<file path="src/rtl/y86_pkg.sv">
// y86_pkg: shared Y86-64 encodings for the fetch slice.
//   - icode constants (HALT..POPQ, JXX, CALL, RET, NOP)
//   - stat codes (AOK, HLT, ADR, INS)
//   - fetch FSM state enum (RUN, DRAIN, STOPPED)
//   - decode pipeline register record, its bubble value, and
//     instruction-length helper functions
package y86_pkg;

  localparam logic [3:0] HALT   = 4'h0;
  localparam logic [3:0] NOP    = 4'h1;
  localparam logic [3:0] RRMOVQ = 4'h2;
  localparam logic [3:0] IRMOVQ = 4'h3;
  localparam logic [3:0] RMMOVQ = 4'h4;
  localparam logic [3:0] MRMOVQ = 4'h5;
  localparam logic [3:0] OPQ    = 4'h6;
  localparam logic [3:0] JXX    = 4'h7;
  localparam logic [3:0] CALL   = 4'h8;
  localparam logic [3:0] RET    = 4'h9;
  localparam logic [3:0] PUSHQ  = 4'hA;
  localparam logic [3:0] POPQ   = 4'hB;

  localparam logic [2:0] AOK = 3'd1;
  localparam logic [2:0] HLT = 3'd2;
  localparam logic [2:0] ADR = 3'd3;
  localparam logic [2:0] INS = 3'd4;

  typedef enum logic [1:0] {
    RUN     = 2'd0,
    DRAIN   = 2'd1,
    STOPPED = 2'd2
  } fetch_state_e;

  typedef struct packed {
    logic        valid;
    logic [2:0]  stat;
    logic [3:0]  icode;
    logic [3:0]  ifun;
    logic [3:0]  ra;
    logic [3:0]  rb;
    logic [63:0] valc;
    logic [63:0] valp;
  } d_reg_t;

  localparam d_reg_t DBubble = '{
    valid: 1'b0, stat: AOK, icode: NOP, ifun: 4'h0,
    ra: 4'h0, rb: 4'h0, valc: 64'h0, valp: 64'h0
  };

  function automatic logic need_regids(input logic [3:0] icode);
    case (icode)
      RRMOVQ, IRMOVQ, RMMOVQ, MRMOVQ, OPQ, PUSHQ, POPQ: need_regids = 1'b1;
      default:                                          need_regids = 1'b0;
    endcase
  endfunction

  function automatic logic need_valc(input logic [3:0] icode);
    case (icode)
      IRMOVQ, RMMOVQ, MRMOVQ, JXX, CALL: need_valc = 1'b1;
      default:                           need_valc = 1'b0;
    endcase
  endfunction

endpackage

</file>
<file path="src/rtl/fetch_predecode.sv">
// fetch_predecode: combinational split of the fetched bytes into fields.
// Ports:
//   f_pc_i       fetch address
//   f_ibyte_i    byte at f_pc (icode:ifun)
//   f_ibytes_i   next nine bytes, byte f_pc+1 in [71:64]
//   imem_error_i memory reported a bad access
//   icode_o/ifun_o/ra_o/rb_o/valc_o/valp_o  decoded fields
//   stat_o       status of this fetch (AOK/HLT/ADR/INS)
module fetch_predecode
  import y86_pkg::*;
#(
  parameter logic [63:0] IMEM_LAST = 64'd1024
) (
  input  logic [63:0] f_pc_i,
  input  logic [7:0]  f_ibyte_i,
  input  logic [71:0] f_ibytes_i,
  input  logic        imem_error_i,
  output logic [3:0]  icode_o,
  output logic [3:0]  ifun_o,
  output logic [3:0]  ra_o,
  output logic [3:0]  rb_o,
  output logic [2:0]  stat_o,
  output logic [63:0] valc_o,
  output logic [63:0] valp_o
);

  logic addr_err;
  logic regids;
  logic valc_present;

  assign addr_err = imem_error_i || (f_pc_i > IMEM_LAST);

  always_comb begin
    icode_o = f_ibyte_i[7:4];
    ifun_o  = f_ibyte_i[3:0];
    stat_o  = AOK;
    if (addr_err) begin
      // A bad address is turned into a harmless NOP carrying ADR status.
      icode_o = NOP;
      ifun_o  = 4'h0;
      stat_o  = ADR;
    end else if (icode_o > POPQ) begin
      stat_o = INS;
    end else if (icode_o == HALT) begin
      stat_o = HLT;
    end
  end

  assign regids       = need_regids(icode_o);
  assign valc_present = need_valc(icode_o);

  assign ra_o   = f_ibytes_i[71:68];
  assign rb_o   = f_ibytes_i[67:64];
  assign valc_o = regids ? f_ibytes_i[63:0] : f_ibytes_i[71:8];
  assign valp_o = f_pc_i + 64'd1 + {63'd0, regids} + (valc_present ? 64'd8 : 64'd0);

endmodule

</file>
<file path="src/rtl/fetch_control.sv">
// fetch_control: Y86-64 fetch stage with PC selection, decode pipeline
// register and a RUN/DRAIN/STOPPED control FSM.
// Ports:
//   clk, rst_n                   clock, synchronous active-low reset
//   F_stall, D_stall, D_bubble   hazard controls
//   M_icode, M_Cnd, M_valA       branch resolution (mispredict redirect)
//   W_icode, W_valM, W_stat      return redirect and commit status
//   f_pc                         combinational fetch address
//   f_ibyte, f_ibytes, imem_error  instruction memory return
//   D_*                          decode pipeline register
//   fetch_state, halted          FSM state, high in STOPPED
//   fetch_count, stall_count     performance counters
// Build option: FETCH_PERF_CNT_EN enables the counters; otherwise they read 0.
module fetch_control
  import y86_pkg::*;
#(
  parameter logic [63:0] RESET_PC  = 64'h0,
  parameter logic [63:0] IMEM_LAST = 64'd1024
) (
  input  logic        clk,
  input  logic        rst_n,
  input  logic        F_stall,
  input  logic        D_stall,
  input  logic        D_bubble,
  input  logic [3:0]  M_icode,
  input  logic        M_Cnd,
  input  logic [63:0] M_valA,
  input  logic [3:0]  W_icode,
  input  logic [63:0] W_valM,
  input  logic [2:0]  W_stat,
  output logic [63:0] f_pc,
  input  logic [7:0]  f_ibyte,
  input  logic [71:0] f_ibytes,
  input  logic        imem_error,
  output logic        D_valid,
  output logic [2:0]  D_stat,
  output logic [3:0]  D_icode,
  output logic [3:0]  D_ifun,
  output logic [3:0]  D_rA,
  output logic [3:0]  D_rB,
  output logic [63:0] D_valC,
  output logic [63:0] D_valP,
  output logic [1:0]  fetch_state,
  output logic        halted,
  output logic [31:0] fetch_count,
  output logic [31:0] stall_count
);

  fetch_state_e state_q, state_d;
  logic [63:0]  pred_pc_q, pred_pc_d;
  d_reg_t       d_q, d_d;

  logic         mispredict;
  logic         ret_redirect;
  logic         redirect;
  logic         fetch_active;
  logic         load_fetch;

  logic [3:0]   f_icode, f_ifun, f_ra, f_rb;
  logic [2:0]   f_stat;
  logic [63:0]  f_valc, f_valp;
  d_reg_t       fetched;

  assign mispredict   = (M_icode == JXX) && !M_Cnd;
  assign ret_redirect = (W_icode == RET);
  assign redirect     = mispredict || ret_redirect;

  always_comb begin
    if (mispredict) begin
      f_pc = M_valA;
    end else if (ret_redirect) begin
      f_pc = W_valM;
    end else begin
      f_pc = pred_pc_q;
    end
  end

  fetch_predecode #(
    .IMEM_LAST(IMEM_LAST)
  ) u_predecode (
    .f_pc_i      (f_pc),
    .f_ibyte_i   (f_ibyte),
    .f_ibytes_i  (f_ibytes),
    .imem_error_i(imem_error),
    .icode_o     (f_icode),
    .ifun_o      (f_ifun),
    .ra_o        (f_ra),
    .rb_o        (f_rb),
    .stat_o      (f_stat),
    .valc_o      (f_valc),
    .valp_o      (f_valp)
  );

  assign fetched = '{
    valid: 1'b1, stat: f_stat, icode: f_icode, ifun: f_ifun,
    ra: f_ra, rb: f_rb, valc: f_valc, valp: f_valp
  };

  // In DRAIN a redirect re-opens fetch in the same cycle, unless the
  // writeback stage is committing a fault, which wins.
  assign fetch_active = (state_q == RUN) ||
                        ((state_q == DRAIN) && redirect && (W_stat == AOK));
  assign load_fetch   = fetch_active && !D_bubble && !D_stall;

  always_comb begin
    d_d = d_q;
    if (D_bubble) begin
      d_d = DBubble;
    end else if (!D_stall) begin
      d_d = fetch_active ? fetched : DBubble;
    end
  end

  always_comb begin
    pred_pc_d = pred_pc_q;
    if (fetch_active && !F_stall) begin
      pred_pc_d = ((f_icode == JXX) || (f_icode == CALL)) ? f_valc : f_valp;
    end
  end

  always_comb begin
    state_d = state_q;
    unique case (state_q)
      RUN: begin
        if (load_fetch && (f_stat != AOK)) state_d = DRAIN;
      end
      DRAIN: begin
        if (W_stat != AOK) begin
          state_d = STOPPED;
        end else if (redirect) begin
          state_d = (load_fetch && (f_stat != AOK)) ? DRAIN : RUN;
        end
      end
      STOPPED: state_d = STOPPED;
      default: state_d = RUN;
    endcase
  end

  always_ff @(posedge clk) begin
    if (!rst_n) begin
      state_q   <= RUN;
      pred_pc_q <= RESET_PC;
      d_q       <= DBubble;
    end else begin
      state_q   <= state_d;
      pred_pc_q <= pred_pc_d;
      d_q       <= d_d;
    end
  end

  assign D_valid     = d_q.valid;
  assign D_stat      = d_q.stat;
  assign D_icode     = d_q.icode;
  assign D_ifun      = d_q.ifun;
  assign D_rA        = d_q.ra;
  assign D_rB        = d_q.rb;
  assign D_valC      = d_q.valc;
  assign D_valP      = d_q.valp;
  assign fetch_state = state_q;
  assign halted      = (state_q == STOPPED);

`ifdef FETCH_PERF_CNT_EN
  logic [31:0] fetch_count_q, fetch_count_d;
  logic [31:0] stall_count_q, stall_count_d;

  // Both counters saturate rather than wrap.
  always_comb begin
    fetch_count_d = fetch_count_q;
    stall_count_d = stall_count_q;
    if (load_fetch && (fetch_count_q != 32'hFFFF_FFFF)) begin
      fetch_count_d = fetch_count_q + 32'd1;
    end
    if (F_stall && (stall_count_q != 32'hFFFF_FFFF)) begin
      stall_count_d = stall_count_q + 32'd1;
    end
  end

  always_ff @(posedge clk) begin
    if (!rst_n) begin
      fetch_count_q <= '0;
      stall_count_q <= '0;
    end else begin
      fetch_count_q <= fetch_count_d;
      stall_count_q <= stall_count_d;
    end
  end

  assign fetch_count = fetch_count_q;
  assign stall_count = stall_count_q;
`else
  assign fetch_count = '0;
  assign stall_count = '0;
`endif

endmodule

</file>
<file path="config.mk">
export PLATFORM = sky130hd
export DESIGN_NAME = fetch_control
export DESIGN_NICKNAME = d
export VERILOG_FILES = /design/src/rtl/y86_pkg.sv /design/src/rtl/fetch_predecode.sv /design/src/rtl/fetch_control.sv
export SDC_FILE = /design/constraint.sdc
export NUM_CORES = 1
export LEC_CHECK = 0
export CORE_AREA = 2 2 195 197
export DETAILED_ROUTE_END_ITERATION = 16
export DIE_AREA = 0 0 197 199
export PLACE_DENSITY = 0.74
export SYNTH_ARGS = -nofsm -noshare
export SYNTH_HDL_FRONTEND = slang
export SYNTH_SLANG_ARGS = --single-unit
</file>
<file path="constraint.sdc">
create_clock -name clk -period 13.7 [get_ports clk]
set_clock_uncertainty 0.2 [all_clocks]
set_input_delay 2.74 -clock clk [delete_from_list [all_inputs] [get_ports clk]]
set_output_delay 2.74 -clock clk [all_outputs]
set_load 0.03 [all_outputs]
</file>
# After elaboration in Yosys (flattened, before gate mapping)
# Index checks and enable logic that the tools add are counted.
# Widths: inputs -> output; s select.
[classes]
n_eq_ne = 18
mux = 18
n_addsub = 3
bitwise_logic = 1
reduce_logical = 21
order_cmp = 2
[ops]
columns = ["op", "count"]
rows = [
  ["$mux 64", 4],
  ["$mux 148", 1],
  ["$add 64x1->64", 1],
  ["$add 64x1->64 const B", 1],
  ["$add 64x64->64", 1],
  ["$gt 64x11->1 const B", 1],
  ["$eq 4x3->1 const B", 5],
  ["$eq 4x4->1 const B", 4],
  ["$mux 4", 3],
  ["$eq 4x2->1 const B", 2],
  ["$mux 2", 4],
  ["$logic_and 1x1->1", 7],
  ["$reduce_or 7->1", 1],
  ["$mux 3", 2],
  ["$ne 3x1->1 const B", 2],
  ["$pmux 2 s3", 1],
  ["$reduce_or 5->1", 1],
  ["$gt 4x4->1 const B", 1],
  ["$logic_not 1->1", 4],
  ["$logic_not 4->1", 1],
  ["$logic_or 1x1->1", 4],
  ["$eq 3x1->1 const B", 1],
  ["$mux 1", 3],
  ["$ne 3x2->1 const B", 1],
  ["other kinds (7)", 7],
]
[totals]
regBits = 214
elab_cells = 73

# Depth between registers and ports, before layout
[logic_depth]
ltp_word = 13
mapped_depth = 21

# Modules after synthesis
# From an unflattened synthesis, not the netlist that was laid out.
[hier_totals]
hier_cells = 1464
area_unflattened_um2 = 12899.9
[modules_own_cells]
columns = ["mod", "seq_area_each_um2", "cells_each", "instances", "area_each_um2"]
rows = [
  ["fetch_control", 4284.1, 1147, 1, 10446.3],
  ["fetch_predecode", 0.0, 317, 1, 2453.6],
]

# Least setup slack after synthesis
# OpenSTA, ideal clock, no wires.
[synth_path]
path_kind = "input to output"
start = "in W_icode[2]"
end = "out f_pc[28]"
stages = 10
path_slack_ps = 5613
t_required_ps = 10760
t_arrival_ps = 5147
n_path_buf = 7
cell_sequence = "and4bb_1 -> buf_2 -> buf_6 -> buf_4 -> buf_4 -> buf_4 -> buf_2 -> buf_4 -> mux2i_1 -> o21ai_0"
[synth_between]
elab_chain_len = 3
[synth_rtl]
columns = ["element", "line", "text"]
rows = [
  ["start: declaration", "fetch_control.sv:28", "input logic [3:0] W_icode,"],
  ["$eq 4x4->1", "fetch_control.sv:65", "assign ret_redirect = (W_icode == RET);"],
  ["$mux 64", "fetch_control.sv:71", "end else if (ret_redirect) begin"],
  ["$mux 64", "fetch_control.sv:69", "if (mispredict) begin"],
  ["end: declaration", "fetch_control.sv:31", "output logic [63:0] f_pc,"],
]
# No other way between the ends.

# Worst setup path after layout
[layout_path]
start = "in M_icode[3]"
end = "out f_pc[62]"
[layout_between]
elab_chain_len = 3
[layout_rtl]
columns = ["element", "line", "text"]
rows = [
  ["start: declaration", "fetch_control.sv:25", "input logic [3:0] M_icode,"],
  ["$eq 4x3->1", "fetch_control.sv:64", "assign mispredict = (M_icode == JXX) && !M_Cnd;"],
  ["$logic_and 1x1->1", "fetch_control.sv:64", ""],
  ["$mux 64", "fetch_control.sv:69", ""],
]
# No other way between the ends.

==> impl_results.md <==
- I/O Buffers: 440
- Worst Max-Slew Pin Slew: 1.423 ns
- Number of remaining DRC errors: 0
- Mean post-synth cell area: 7.915 µm²
- Max Slew Vio Count: 0
- Cell row count: 71
- Top cells by count, synth: 247 x nand2_1, 214 x dfxtp_1, 152 x mux2i_1
- Placed Area: roughly 0.017 mm²
- Reg2reg setup slack: 7.94 ns
- Buf/Inv on CP: 4
- Startpoint types: input pin
- Worst hold path depth: 2
- Largest cells by area after synthesis: dfxtp_1 33%, mux2i_1 12%, nand2_1 7.2%
- Die Ht: about 200 µm
- Syn Inst Count: 1635
- Die footprint: ~0.04 mm²
- CORE AREA: approximately 0.037 mm²
- Hold Buf Count CTS: 0
- Primary FF master, synth: dfxtp_1
- Initial Util: a little over a third
- # resized after CTS: 0
- HPWL after DPL: 54440 µm
- DR pass1 iterations: 6
- Critical Path, Cell by Cell: clkdlybuf4s50_1 -> nand3b_1 -> buf_4 -> nor2_4 -> buf_4 -> nand2_1 -> o21ai_0 -> clkdlybuf4s50_1
- Routed WL: around 70000 µm
- Clk_lat worst skew: about 0.53 ns
- Tmin final: around 9.1 ns
- RSZ-0062 raised after global routing: false
- Post-synth ARST share: 0%
- Min-delay src: D_valC[21]$_SDFFE_PP0N_
- CTS tree: yes
- PD cells: approximately 96 mW/mm²
- Slew Limit Headroom: under 10%
- CP arrival: slightly above 6 ns
- Final setup TNS: 0 ns
- Setup violators final: 0
- Routed vias: 14560
- Post-Layout Cell Count: around 2500
- Via density: ~5.8
- Tot GR Track Use: approximately a third
- Vias in the first global route: around 14000
- Synth warn: 0
- Number of unique standard cell types used by synthesis: just under 70
- H-tree depth: 1
- Fraction of layout cells with a size suffix above 1: 4.818%
- Leakage Power: 6.429 nW
- CTS root buffer: clkbuf_16
- Antenna Nets Post-Route: 0
- Synth top area share: between 30% and 40%
- CTS Buf Count: 25
- Initial antenna violation count: 3
- Area Growth Syn to Fin: 40.78%
- Sequential share of the synthesized area: ~33%
- CP peak stage delay: 0.82 ns
- DIE WIDTH: approximately 200 µm
- Final net count: about 2200
- MaxCap Viol Count: 0
- Global-route wire length before repair: between 90000 and 100000 µm
- Min-delay worst type: flip-flop to flip-flop
- Area leader, netlist: dfxtp_1
- Syn Std Cell Area: about 0.013 mm²
- CP Class: input pin to primary output
- DR WL/cell: 27.13 µm
- Drt first-iter violations: roughly 1400
- Delay-heaviest family, CP: buffers and inverters
- F_max: 0.1096 GHz
- Clk sinks: ~210
- Run status: completed
- Gpl congestion: 1.026
- Post-CTS Setup Bufs: 0
- Count leader, synth: nand2_1
- Crit path required time: about 11 ns
- Hold Fails Final Rpt: 0
- EDFF count, synth: 0
- Worst reg2reg path endpoint: pred_pc_q[57]$_SDFFE_PN0P_
- Crit Path Max Fanout: roughly 100
- Worst vdd ir: about 0.0001 V
- CP endpoint kind: primary output
- Grt ovf: 0
- Final instance area: 0.01822 mm²
- Final Cycle Share: around 67%
- Io pins: roughly 500
- FF-to-FF Start: pred_pc_q[44]$_SDFFE_PN0P_
- Largest net degree at the start of global routing: around 100
- WHS Endpoint: D_valC[21]$_SDFFE_PP0N_
- Post-Place Cells: about 2500
- CTS clock-pin slew for the worst setup and hold paths: around 0.06 ns
- CTS Buffer Depth: 3
- Flops & latches, synth: 214
- CP max stage cell: clkdlybuf4s50_1
- R2r worst-path depth: 16
[cell type report]
class | count | area [µm²]
diodes | 2 | 5.005
clock buffers | 34 | 709.4
clock inverters | 11 | 87.58
fillers | 3627 | 18910
inverters | 24 | 90.09
multi-input cells | 1288 | 7878
flip-flops and latches | 214 | 4284
well taps | 474 | 593.1
repair buffers | 463 | 4572
[cell families (layout without fill, tap and decap cells)]
| group | after synthesis | in the layout | synth area share, % |
|---|---|---|---|
| flip-flops | 214 | 214 | 33.10 |
| XOR/XNOR | 60 | 60 | 4.061 |
| adder cells (fa/ha/maj) | 4 | 4 | 0.3868 |
| AND/OR/NAND/NOR | 609 | 609 | 22.69 |
| buffers and inverters | 196 | 532 | 8.199 |
| other | 1 | 66 | 0.02898 |
| AO/OA/AOI/OAI | 385 | 385 | 18.55 |
| multiplexers | 166 | 166 | 12.97 |
[sequential cells by signal (all words and copies together) (netlist names)]
| register | cells |
|---|---|
| D_valC | 64 |
| D_ifun | 4 |
| D_icode | 4 |
| D_valP | 64 |
| pred_pc_q | 64 |
| D_rA | 4 |
| fetch_state | 2 |
| D_valid | 1 |
| D_rB | 4 |
| D_stat | 3 |
[layout by cell type, fill, tap and decap left out, drive strengths merged, types with 5 or more instances in the layout]
master	count
buf	24
nand4	18
nand2	247
nor2b	12
a22oi	40
nor2	107
clkbuf	34
a21oi	72
a21o	6
o21a	5
o21ai	153
dfxtp	214
nor3	30
mux2	14
o211ai	17
o221ai	13
nand3	72
a211oi	26
xnor2	42
nor4b	5
clkinv	10
mux2i	152
a221o	5
inv	24
clkdlybuf4s50	439
a31oi	10
and3	21
conb	64
and2	7
or4	5
nor4	58
xor2	18
a22o	17
[layer usage]
| metal | part of all wire (%) | vias up | GRT usage [%] |
|---|---|---|---|
| li1 | - | 6544 | - |
| met1 | 39 | 6988 | 39.95 |
| met2 | 48 | 836 | 56.71 |
| met3 | 7.4 | 191 | 5.663 |
| met4 | 5.5 | 4 | 16.32 |
| met5 | 0.035 | - | 0 |
[metrics by stage]
stage | worst slack, ns | hold slack [ns] | total power [W] | utilization (%)
after floorplan | 5.613 | 0.2431 | 0.0008965 | -
after global placement | 4.563 | 0.2321 | 0.001095 | 46.90
after detailed placement | 4.436 | 0.2413 | 0.001095 | 46.90
after CTS | 4.644 | 0.2498 | 0.001742 | 49.05
after global routing | 4.488 | 0.2641 | 0.001792 | 49.06
final | 4.572 | 0.2462 | 0.001743 | 49.06
[where the power goes]
| part | internal [W] | switching [W] | leakage [nW] |
|---|---|---|---|
| Sequential | 0.000641 | 0.0000194 | 1.73 |
| Clock | 0.000381 | 0.000272 | 0.403 |
| Combinational | 0.000161 | 0.000268 | 4.29 |
| Total | 0.00118 | 0.000559 | 6.43 |
[worst reg2reg max path, cell delays in order (launching register included)]
cell and delay, ns:
dfxtp_1 0.41, nor4_1 0.66, nand3_1 0.12, or4_1 0.42, nand2_1 0.14, o211ai_2 0.14, or4_1 0.63, ha_1 0.25
nand2b_1 0.15, nor4_1 0.24, a311oi_1 0.15, nor4_4 0.39, nand4_1 0.51, nor4_2 0.66, nand3_1 0.17, xnor2_1 0.23
o221ai_1 0.13
[worst max-delay path by stage]
stage | startpoint | to | cells after the start | slack [ns]
final | M_icode[3] | f_pc[62] | 8 | 4.57
after global routing | M_icode[1] | f_pc[62] | 8 | 4.49
after CTS | M_icode[3] | f_pc[62] | 8 | 4.64
after detailed placement | W_icode[2] | pred_pc_q[53]$_SDFFE_PN0P_ | 18 | 4.44
after global placement | W_icode[0] | pred_pc_q[57]$_SDFFE_PN0P_ | 18 | 4.56
after floorplan | W_icode[2] | f_pc[28] | 10 | 5.61
No activity file was read; power rests on OpenSTA's default activity.
